$ cat src/rtl/triangle_wireframe_drawer_if.sv
// Pixel output bus of the triangle wireframe drawer.
// master: pix_valid, pix_x, pix_y out, pix_ready in; slave mirrors.
interface triangle_wireframe_drawer_if #(
    parameter int CW = 10
);
    logic          pix_valid;
    logic          pix_ready;
    logic [CW-1:0] pix_x;
    logic [CW-1:0] pix_y;

    modport master (
        output pix_valid,
        output pix_x,
        output pix_y,
        input  pix_ready
    );

    modport slave (
        input  pix_valid,
        input  pix_x,
        input  pix_y,
        output pix_ready
    );
endinterface

$ cat src/rtl/triangle_wireframe_drawer.sv
// Draws the three edges of a screen-space triangle with Bresenham lines.
// Ports: Clk, Reset_n, start, proj_triangle in; busy, done out; pix bus (master).
module triangle_wireframe_drawer #(
    parameter int H_RES = 640,
    parameter int V_RES = 480,
    parameter int CW    = 10
) (
    input  logic                       Clk,
    input  logic                       Reset_n,
    input  logic                       start,
    input  logic [2:0][1:0][CW-1:0]    proj_triangle,
    output logic                       busy,
    output logic                       done,
    triangle_wireframe_drawer_if.master pix
);

    localparam int EW = CW + 2;

    localparam logic [1:0] IDLE  = 2'd0;
    localparam logic [1:0] SETUP = 2'd1;
    localparam logic [1:0] DRAW  = 2'd2;
    localparam logic [1:0] DONE  = 2'd3;

    localparam logic [CW:0] H_LIM = (CW+1)'(H_RES);
    localparam logic [CW:0] V_LIM = (CW+1)'(V_RES);

    logic [1:0]                state;
    logic [2:0][1:0][CW-1:0]   vtx;
    logic [1:0]                edge_idx;
    logic [CW-1:0]             x;
    logic [CW-1:0]             y;
    logic [CW-1:0]             xe;
    logic [CW-1:0]             ye;
    logic signed [EW-1:0]      dx;
    logic signed [EW-1:0]      dy;
    logic signed [EW-1:0]      err;
    logic                      sx_neg;
    logic                      sy_neg;

    // Endpoints of the edge selected by edge_idx
    logic [CW-1:0] xa_s, ya_s, xb_s, yb_s;

    always_comb begin
        xa_s = vtx[2][0];
        ya_s = vtx[2][1];
        xb_s = vtx[0][0];
        yb_s = vtx[0][1];
        case (edge_idx)
            2'd0: begin
                xa_s = vtx[0][0];
                ya_s = vtx[0][1];
                xb_s = vtx[1][0];
                yb_s = vtx[1][1];
            end
            2'd1: begin
                xa_s = vtx[1][0];
                ya_s = vtx[1][1];
                xb_s = vtx[2][0];
                yb_s = vtx[2][1];
            end
            default: ;
        endcase
    end

    logic signed [EW-1:0] ddx, ddy, adx, ady;

    always_comb begin
        ddx = $signed({2'b00, xb_s}) - $signed({2'b00, xa_s});
        ddy = $signed({2'b00, yb_s}) - $signed({2'b00, ya_s});
        adx = (ddx < 0) ? -ddx : ddx;
        ady = (ddy < 0) ? -ddy : ddy;
    end

    // Doubled error is one bit wider so it never wraps
    logic signed [EW:0] e2, dx_w, dy_w;
    logic signed [EW-1:0] err_n;
    logic step_x, step_y;

    assign e2   = {err, 1'b0};
    assign dx_w = {dx[EW-1], dx};
    assign dy_w = {dy[EW-1], dy};

    always_comb begin
        step_x = (e2 >= dy_w);
        step_y = (e2 <= dx_w);
        err_n  = err;
        if (step_x) err_n = err_n + dy;
        if (step_y) err_n = err_n + dx;
    end

    logic in_range, at_end, advance;

    assign in_range = ({1'b0, x} < H_LIM) && ({1'b0, y} < V_LIM);
    assign at_end   = (x == xe) && (y == ye);

    assign pix.pix_valid = (state == DRAW) && in_range;
    assign pix.pix_x     = x;
    assign pix.pix_y     = y;

    // Off-screen points complete without waiting for downstream
    assign advance = pix.pix_valid ? pix.pix_ready : 1'b1;

    assign busy = (state == SETUP) || (state == DRAW);
    assign done = (state == DONE);

    always_ff @(posedge Clk or negedge Reset_n) begin
        if (!Reset_n) begin
            state    <= IDLE;
            vtx      <= '0;
            edge_idx <= '0;
            x        <= '0;
            y        <= '0;
            xe       <= '0;
            ye       <= '0;
            dx       <= '0;
            dy       <= '0;
            err      <= '0;
            sx_neg   <= 1'b0;
            sy_neg   <= 1'b0;
        end else begin
            case (state)
                IDLE: begin
                    if (start) begin
                        vtx      <= proj_triangle;
                        edge_idx <= 2'd0;
                        state    <= SETUP;
                    end
                end
                SETUP: begin
                    x      <= xa_s;
                    y      <= ya_s;
                    xe     <= xb_s;
                    ye     <= yb_s;
                    dx     <= adx;
                    dy     <= -ady;
                    err    <= adx - ady;
                    sx_neg <= (xb_s < xa_s);
                    sy_neg <= (yb_s < ya_s);
                    state  <= DRAW;
                end
                DRAW: begin
                    if (advance) begin
                        if (at_end) begin
                            if (edge_idx == 2'd2) begin
                                state <= DONE;
                            end else begin
                                edge_idx <= edge_idx + 2'd1;
                                state    <= SETUP;
                            end
                        end else begin
                            err <= err_n;
                            if (step_x)
                                x <= sx_neg ? x - 1'b1 : x + 1'b1;
                            if (step_y)
                                y <= sy_neg ? y - 1'b1 : y + 1'b1;
                        end
                    end
                end
                default: begin
                    state <= IDLE;
                end
            endcase
        end
    end

endmodule

$ cat src/flat_wrapper.sv
// flat-port wrapper written by rule: the top's interface ports become plain ports
module triangle_wireframe_drawer_flat 
#(
    parameter int H_RES = 640,
    parameter int V_RES = 480,
    parameter int CW    = 10
)
  (Clk, Reset_n, start, proj_triangle, busy, done, pix_pix_valid, pix_pix_x, pix_pix_y, pix_pix_ready);
  triangle_wireframe_drawer_if #(.CW(CW)) pix_i ();
  input  logic Clk;
  input  logic Reset_n;
  input  logic start;
  input  logic [2:0][1:0][CW-1:0] proj_triangle;
  output logic busy;
  output logic done;
  output wire logic [$bits(pix_i.pix_valid)-1:0] pix_pix_valid;
  output wire logic [$bits(pix_i.pix_x)-1:0] pix_pix_x;
  output wire logic [$bits(pix_i.pix_y)-1:0] pix_pix_y;
  input wire logic [$bits(pix_i.pix_ready)-1:0] pix_pix_ready;
  assign pix_pix_valid = pix_i.pix_valid;
  assign pix_pix_x = pix_i.pix_x;
  assign pix_pix_y = pix_i.pix_y;
  assign pix_i.pix_ready = pix_pix_ready;
  triangle_wireframe_drawer #(.H_RES(H_RES), .V_RES(V_RES), .CW(CW)) u_core (.Clk(Clk), .Reset_n(Reset_n), .start(start), .proj_triangle(proj_triangle), .busy(busy), .done(done), .pix(pix_i));
endmodule
$ cat config.mk
export PLATFORM = sky130hd
export DESIGN_NAME = triangle_wireframe_drawer_flat
export DESIGN_NICKNAME = d
export VERILOG_FILES = /design/src/rtl/triangle_wireframe_drawer_if.sv /design/src/rtl/triangle_wireframe_drawer.sv /design/src/flat_wrapper.sv
export SDC_FILE = /design/constraint.sdc
export NUM_CORES = 1
export LEC_CHECK = 0
export CAP_MARGIN = 10
export CORE_AREA = 2 2 128 161
export DETAILED_ROUTE_END_ITERATION = 10
export DIE_AREA = 0 0 130 163
export HOLD_SLACK_MARGIN = 0.03
export PLACE_DENSITY = 0.78
export SLEW_MARGIN = 20
export SYNTH_ARGS = -nofsm -noshare
export SYNTH_HDL_FRONTEND = slang
export SYNTH_SLANG_ARGS = --single-unit
$ cat constraint.sdc
create_clock -name Clk -period 10 [get_ports Clk]
set_input_delay 2 -clock Clk [delete_from_list [all_inputs] [get_ports Clk]]
set_output_delay 2 -clock Clk [all_outputs]
set_load 0.03 [all_outputs]
# After elaboration in Yosys (flattened, before gate mapping)

Index checks and enable logic that the tools add are counted.

Input port bits: 64
Word-level logic and storage cells: 98
Register bits after elaboration: 142
Output and inout port bits: 23

$add $sub $neg: 13
Magnitude comparators: 8
Multiplexer cells: 32
Equal/unequal tests: 14
Reductions and logical operators: 14

Operator list:

| cell                    | number |
|---|---|
| $pmux W10 S2            | 6 |
| $mux W10                | 8 |
| $mux W12                | 6 |
| $add A12 B12 Y12        | 2 |
| $neg A11 Y12            | 2 |
| $pmux W12 S2            | 1 |
| $lt A11 B1 Y1 const B   | 2 |
| $sub A10 B10 Y11        | 2 |
| $add A10 B1 Y10 const B | 2 |
| $eq A10 B10 Y1          | 2 |
| $lt A10 B10 Y1          | 2 |
| $sub A10 B1 Y10 const B | 2 |
| $mux W2                 | 8 |
| $ge A13 B12 Y1          | 1 |
| $le A13 B12 Y1          | 1 |
| $neg A12 Y12            | 1 |
| $sub A12 B12 Y12        | 1 |
| $lt A10 B10 Y1 const B  | 1 |
| $lt A10 B9 Y1 const B   | 1 |
| $ne A2 B1 Y1 const B    | 4 |
| $reduce_and A4 Y1       | 2 |
| $eq A2 B2 Y1 const B    | 3 |
| $ne A2 B2 Y1 const B    | 3 |
| $pmux W2 S3             | 1 |
| 11 further kinds        | 17 |

# Longest topological paths before layout

Depth in word-level cells: 7
Depth in mapped cells: 33
Depth with buffers taken out: 29

# Least setup slack after synthesis

Ideal clock, no wire load.

Path kind: register -> register
From: reg u_core.edge_idx[0]
To: reg u_core.err[8]
Setup slack: 4179 ps
Setup time: 125 ps
Required time: 9875 ps
Arrival: 5696 ps
Stages on the path, launching flop included: 31
Path buffers: 4
Cells stage by stage: dfrtp_1 -> inv_1 -> ha_1 -> buf_4 -> nor2_1 -> clkbuf_1 -> buf_1 -> nand2_1 -> nand2_1 -> ha_1 -> inv_1 -> fa_1 -> a211oi_1 -> o21bai_1 -> nor3_1 -> nor2_1 -> o41a_1 -> clkbuf_1 -> nor2_1 -> xnor2_1 -> ha_1 -> nor2b_1 -> o21ai_0 -> nand2b_1 -> a21o_1 -> a21oi_1 -> inv_1 -> maj3_2 -> a211oi_1 -> o41ai_1 -> mux2_2

Longest elaborated chain between the ends: 7
Elaborated cells between the ends (all ways): 16
Those cells by class: add/sub: 5; order compare: 2; eq/ne: 1; mux: 7; reduce/logical: 1

RTL lines:

| what                                             | RTL line                         | RTL |
|---|---|---|
| start: declaration                               | triangle_wireframe_drawer.sv:29  | `logic [1:0] edge_idx;` |
| start signal: assignment                         | triangle_wireframe_drawer.sv:147 | `edge_idx <= edge_idx + 2'd1;` |
| $eq A2 B1 Y1 or $logic_not A2 Y1 (tied branches) | triangle_wireframe_drawer.sv:48  | `case (edge_idx)` |
| $pmux W10 S2                                     | triangle_wireframe_drawer.sv:48  |  |
| $sub A10 B10 Y11 *                               | triangle_wireframe_drawer.sv:68  | `ddx = $signed({2'b00, xb_s}) - $signed({2'b00, xa_s});` |
| $neg A11 Y12 or $lt A11 B1 Y1 (tied branches)    | triangle_wireframe_drawer.sv:70  | `adx = (ddx < 0) ? -ddx : ddx;` |
| $mux W12 *                                       | triangle_wireframe_drawer.sv:70  |  |
| named net u_core.adx[2]                          | triangle_wireframe_drawer.sv:65  | `logic signed [EW-1:0] ddx, ddy, adx, ady;` |
| $sub A12 B12 Y12 *                               | triangle_wireframe_drawer.sv:136 | `err <= adx - ady;` |
| $pmux W12 S2 *                                   | triangle_wireframe_drawer.sv:121 | `case (state)` |
| end signal: assignment                           | triangle_wireframe_drawer.sv:136 |  |
| end signal: assignment                           | triangle_wireframe_drawer.sv:151 | `err <= err_n;` |
| end: declaration                                 | triangle_wireframe_drawer.sv:36  | `logic signed [EW-1:0] err;` |

The timed path passes the listed nets; every way through them passes the cells marked *.
A chain may end at the register's enable or synchronous reset.

# Worst setup path in the final report

From: reg u_core.edge_idx[0]
To: reg u_core.err[11]

The elaborated chain is that of the path after synthesis.

==> flow_summary.html <==
<table>
<tr><th>Metric</th><th>Value</th></tr>
<tr><th colspan="2">Worst setup path</th></tr>
<tr><td>Endpoint of the worst setup timing path</td><td>u_core.err[11]$_DFFE_PN0P_</td></tr>
<tr><td>FF-to-FF path depth</td><td>30</td></tr>
<tr><td>Startpoint Class</td><td>flip-flop</td></tr>
<tr><td>Launching instance or port of the critical path</td><td>u_core.edge_idx[0]$_DFFE_PN0P_</td></tr>
<tr><td>Slack of the worst reg-to-reg path</td><td>3360 ps</td></tr>
<tr><td>Worst endpoint data arrival time</td><td>7000 ps</td></tr>
<tr><td>Setup CP Type</td><td>flip-flop to flip-flop</td></tr>
<tr><td>Endpoint of the lowest-slack register-to-register path</td><td>u_core.err[11]$_DFFE_PN0P_</td></tr>
<tr><td>Largest fanout on the critical path</td><td>between 50 and 60</td></tr>
<tr><td>Required time worst endpoint</td><td>between 10000 and 15000 ps</td></tr>
<tr><td>Critical-path cell with the highest stage delay</td><td>sky130_fd_sc_hd__nor2_2</td></tr>
<tr><td>Startpoint of the worst register-to-register path</td><td>u_core.edge_idx[0]$_DFFE_PN0P_</td></tr>
<tr><td>Critical path's largest stage delay</td><td>690 ps</td></tr>
<tr><td>Crit path capture type</td><td>flip-flop</td></tr>
<tr><th colspan="2">Global route</th></tr>
<tr><td>Total global routing track utilization</td><td>between 20% and 30%</td></tr>
<tr><td>Number of antenna violations at the first check in global routing</td><td>0</td></tr>
<tr><td>Wire length of the first global-routing pass</td><td>45.2 mm</td></tr>
<tr><td>Largest net degree at the start of global routing</td><td>73</td></tr>
<tr><td>Vias in the first global route</td><td>9003</td></tr>
<tr><td>Overall overflow remaining after global route</td><td>0</td></tr>
<tr><th colspan="2">Pwr</th></tr>
<tr><td>Total power of the final layout</td><td>1290 uW</td></tr>
<tr><td>Leakage power</td><td>0.00602 uW</td></tr>
<tr><td>Power density over cell area</td><td>roughly 100 nW/um^2</td></tr>
<tr><td>Worst IR drop on VDD</td><td>126 uV</td></tr>
<tr><th colspan="2">Logic synthesis</th></tr>
<tr><td>Instance count of the mapped netlist</td><td>1200</td></tr>
<tr><td>Unique cell type count in the Yosys netlist</td><td>82</td></tr>
<tr><td>Main synth FF type</td><td>sky130_fd_sc_hd__dfrtp_1</td></tr>
<tr><td>Mean instance size in the synthesized netlist</td><td>9.25 sq um</td></tr>
<tr><td>Synth Cell Area</td><td>11100 sq um</td></tr>
<tr><td>Number of flops mapped to enable cells by yosys</td><td>0</td></tr>
<tr><td>Nets in the synthesized netlist</td><td>1371</td></tr>
<tr><td>Share of synthesized area occupied by flip-flops and latches</td><td>32.0%</td></tr>
<tr><td>Post-synth top area share</td><td>32.0%</td></tr>
<tr><td>Async set-reset flop share out of synthesis</td><td>100%</td></tr>
<tr><td>Top area cells in the synthesized netlist</td><td>sky130_fd_sc_hd__dfrtp_1 (32%), sky130_fd_sc_hd__ha_1 (11%), sky130_fd_sc_hd__mux2_2 (9.3%)</td></tr>
<tr><td>Number of warnings issued by yosys</td><td>0</td></tr>
<tr><td>Synthesized flop and latch total</td><td>142</td></tr>
<tr><td>Post-synthesis cell type with the largest combined area</td><td>sky130_fd_sc_hd__dfrtp_1</td></tr>
<tr><th colspan="2">Route</th></tr>
<tr><td>Via total after detailed routing</td><td>just over 9000</td></tr>
<tr><td>Number of design rule violations left after detail routing</td><td>0</td></tr>
<tr><td>Post-detailed-route wirelength per cell</td><td>between 15 and 20 um</td></tr>
<tr><td>Remaining antenna violation count</td><td>0</td></tr>
<tr><td>Via density</td><td>5.88</td></tr>
<tr><td>Routed WL</td><td>27.8 mm</td></tr>
<tr><td>Initial DRC count</td><td>563</td></tr>
<tr><td>Number of search-and-repair iterations in the first detailed-routing pass</td><td>5</td></tr>
<tr><th colspan="2">Floorplanning</th></tr>
<tr><td>Row count</td><td>58</td></tr>
<tr><td>Width of the chip</td><td>around 130 um</td></tr>
<tr><td>Die Footprint</td><td>21200 sq um</td></tr>
<tr><td>Io pins</td><td>between 80 and 90</td></tr>
<tr><td>Starting Density</td><td>56.0%</td></tr>
<tr><td>Floorplan die height</td><td>163 um</td></tr>
<tr><td>Area of the core region</td><td>~20000 sq um</td></tr>
<tr><th colspan="2">STA</th></tr>
<tr><td>Finish-stage setup viols</td><td>0</td></tr>
<tr><td>Aggregate negative setup slack</td><td>0 ps</td></tr>
<tr><td>Max-slew violation total from the final report</td><td>0</td></tr>
<tr><td>F_max</td><td>0.151 GHz</td></tr>
<tr><td>Clock Skews</td><td>between 10 and 15 ps</td></tr>
<tr><td>Setup repair after global routing missed its margin</td><td>false</td></tr>
<tr><td>Final-layout worst hold slack</td><td>529 ps</td></tr>
<tr><td>Min Clock Period, post-route</td><td>6640 ps</td></tr>
<tr><td>Slew margin rel.</td><td>28.0%</td></tr>
<tr><td>Post-layout worst setup margin</td><td>3360 ps</td></tr>
<tr><td>Worst-margin pin slew</td><td>1050 ps</td></tr>
<tr><td>Final period utilization</td><td>66.4%</td></tr>
<tr><td>Hold Fails Final Rpt</td><td>0</td></tr>
<tr><th colspan="2">Clocking</th></tr>
<tr><td>Clock Path Buffers</td><td>2</td></tr>
<tr><td>Number of sinks driven by the clock tree</td><td>142</td></tr>
<tr><td>Inserted Clock Buffers</td><td>17</td></tr>
<tr><td>Depth of the CTS H-tree</td><td>4</td></tr>
<tr><td>Clock tree from TritonCTS</td><td>yes</td></tr>
<tr><td>Number of buffers inserted for hold repair after clock tree synthesis</td><td>0</td></tr>
<tr><td>Number of buffers added for setup after CTS</td><td>0</td></tr>
<tr><td>PostCTS Resize Cnt</td><td>0</td></tr>
<tr><td>Clock edge transition at the registers on the reported setup and hold paths</td><td>roughly 70 ps</td></tr>
<tr><td>Clock Root Buffer</td><td>sky130_fd_sc_hd__clkbuf_16</td></tr>
<tr><td>Latest clock arrival within the worst-skew pair</td><td>around 440 ps</td></tr>
<tr><th colspan="2">Place</th></tr>
<tr><td>Buffers on Ports</td><td>86</td></tr>
<tr><td>Worst setup timing slack at the placement stage</td><td>3510 ps</td></tr>
<tr><td>Detailed placement HPWL</td><td>roughly 21 mm</td></tr>
<tr><td>Placed cell area</td><td>12100 sq um</td></tr>
<tr><td>Placer congestion estimate</td><td>between 0.9 and 1</td></tr>
<tr><th colspan="2">Layout</th></tr>
<tr><td>Most common cell after layout, fill and taps aside</td><td>sky130_fd_sc_hd__dfrtp_1</td></tr>
<tr><td>Area of the multi-input gates</td><td>7050 sq um</td></tr>
<tr><td>Summed area of non-filler cells in the final layout</td><td>between 10000 and 15000 sq um</td></tr>
<tr><td>Antenna diode instance count</td><td>0</td></tr>
<tr><td>Highest-count cells in the layout ignoring fill and taps</td><td>sky130_fd_sc_hd__dfrtp_1 (142), sky130_fd_sc_hd__nand2_1 (112), sky130_fd_sc_hd__a21oi_1 (102)</td></tr>
<tr><td>Layout filler cell count</td><td>1601</td></tr>
<tr><td>Signed area change from the synthesized netlist to the final layout</td><td>15.0%</td></tr>
<tr><td>Ratio of cells with drive above 1 in the final layout</td><td>12.7%</td></tr>
<tr><td>Seq. cell area</td><td>approximately 3600 sq um</td></tr>
<tr><td>Final net count</td><td>1433</td></tr>
<tr><th colspan="2">Run status</th></tr>
<tr><td>Result of the run</td><td>complete, no violations</td></tr>
<tr><th colspan="2">Flow run</th></tr>
<tr><td>Max-Cap Viols</td><td>0</td></tr>
<tr><th colspan="2">Hold path</th></tr>
<tr><td>Hold Path Class</td><td>flip-flop to flip-flop</td></tr>
</table>
-- routing by layer --
metal / global-route usage (%) / part of all wire (%) / routed length, um / up-vias
met2: 44.5 / 48 / 13400 / 266
met4: 14.8 / 5.1 / 1410 / 0
met1: 34.6 / 42 / 11700 / 4343
li1: - / - / - / 4396
met3: 4.53 / 4.5 / 1240 / 87
met5: 0 / 0 / 0 / -
-- cells by family (layout without fill, tap and decap cells) --
logic type / count (synthesis) / count (layout) / share of synthesized area [%]
AO/OA/AOI/OAI: 326 / 326 / 19.5
XOR/XNOR: 100 / 100 / 8.10
adder cells (fa/ha/maj): 109 / 109 / 12.7
buffers and inverters: 126 / 201 / 4.58
flip-flops: 142 / 142 / 32.0
multiplexers: 104 / 104 / 10.4
AND/OR/NAND/NOR: 293 / 293 / 12.7
-- worst max-delay path: cells and delay by family, from the launching register on --
kind	cells	cell delay, ps
AOI/OAI and AO/OA	10	2140
adders and majority gates	4	1060
muxes	1	360
buffers and inverters	5	890
DFF	1	420
and+or+nand+nor	10	1680
-- final cells by class --
type	count	area share, %
tap	270	2.65
clock buffer	17	3.33
inverter	74	2.18
clock inverter	15	1.49
sequential	142	27.8
multi-input combinational	932	55.2
timing repair buffer	95	7.28
-- through the flow --
step	util, %	cells
finish	64.4	1545
global route	64.4	1545
CTS	64.4	1545
detailed placement	61.3	1513
global placement	61.3	1513
floorplan	-	1200
-- report_power, final --
part	switching, uW	leakage [uW]	internal (uW)
clock network	292	0.000306	382
logic	14.7	0.00376	21.8
registers	0	0.00195	574
-- registers in the layout (all words and copies together) (netlist names) --
name	count
u_core.dx	12
u_core.dy	12
u_core.edge_idx	2
u_core.err	12
u_core.pix.pix_x	10
u_core.pix.pix_y	10
u_core.state	2
u_core.sx_neg	1
u_core.sy_neg	1
u_core.vtx	60
u_core.xe	10
u_core.ye	10
-- Yosys cell counts (14+ instances only) --
| cell type | instances |
|---|---|
| sky130_fd_sc_hd__nand2b_1 | 14 |
| sky130_fd_sc_hd__dfrtp_1 | 142 |
| sky130_fd_sc_hd__nand2_1 | 113 |
| sky130_fd_sc_hd__a21oi_1 | 102 |
| sky130_fd_sc_hd__a22oi_1 | 19 |
| sky130_fd_sc_hd__o21ai_0 | 62 |
| sky130_fd_sc_hd__a22o_1 | 19 |
| sky130_fd_sc_hd__nand3_1 | 17 |
| sky130_fd_sc_hd__o21bai_1 | 21 |
| sky130_fd_sc_hd__a21o_1 | 25 |
| sky130_fd_sc_hd__xor2_1 | 34 |
| sky130_fd_sc_hd__clkbuf_1 | 33 |
| sky130_fd_sc_hd__ha_1 | 100 |
| sky130_fd_sc_hd__mux2_2 | 92 |
| sky130_fd_sc_hd__xnor2_1 | 63 |
| sky130_fd_sc_hd__nor3_1 | 17 |
| sky130_fd_sc_hd__inv_1 | 73 |
| sky130_fd_sc_hd__nor2_1 | 69 |
-- worst min path at each step --
stage                               from                   endpoint  slack, ps  cells past startpoint
2_1_floorplan  u_core.dx[11]$_DFFE_PN0N_  u_core.dx[11]$_DFFE_PN0N_        480                      2
6_report        u_core.ye[2]$_DFFE_PN0N_   u_core.ye[2]$_DFFE_PN0N_        530                      1
4_1_cts         u_core.ye[2]$_DFFE_PN0N_   u_core.ye[2]$_DFFE_PN0N_        530                      1
3_5_place_dp    u_core.ye[2]$_DFFE_PN0N_   u_core.ye[2]$_DFFE_PN0N_        520                      1
5_1_grt         u_core.xe[8]$_DFFE_PN0N_   u_core.xe[8]$_DFFE_PN0N_        530                      1
3_3_place_gp    u_core.ye[1]$_DFFE_PN0N_   u_core.ye[1]$_DFFE_PN0N_        510                      1
Power figures use the tool's default switching activity.
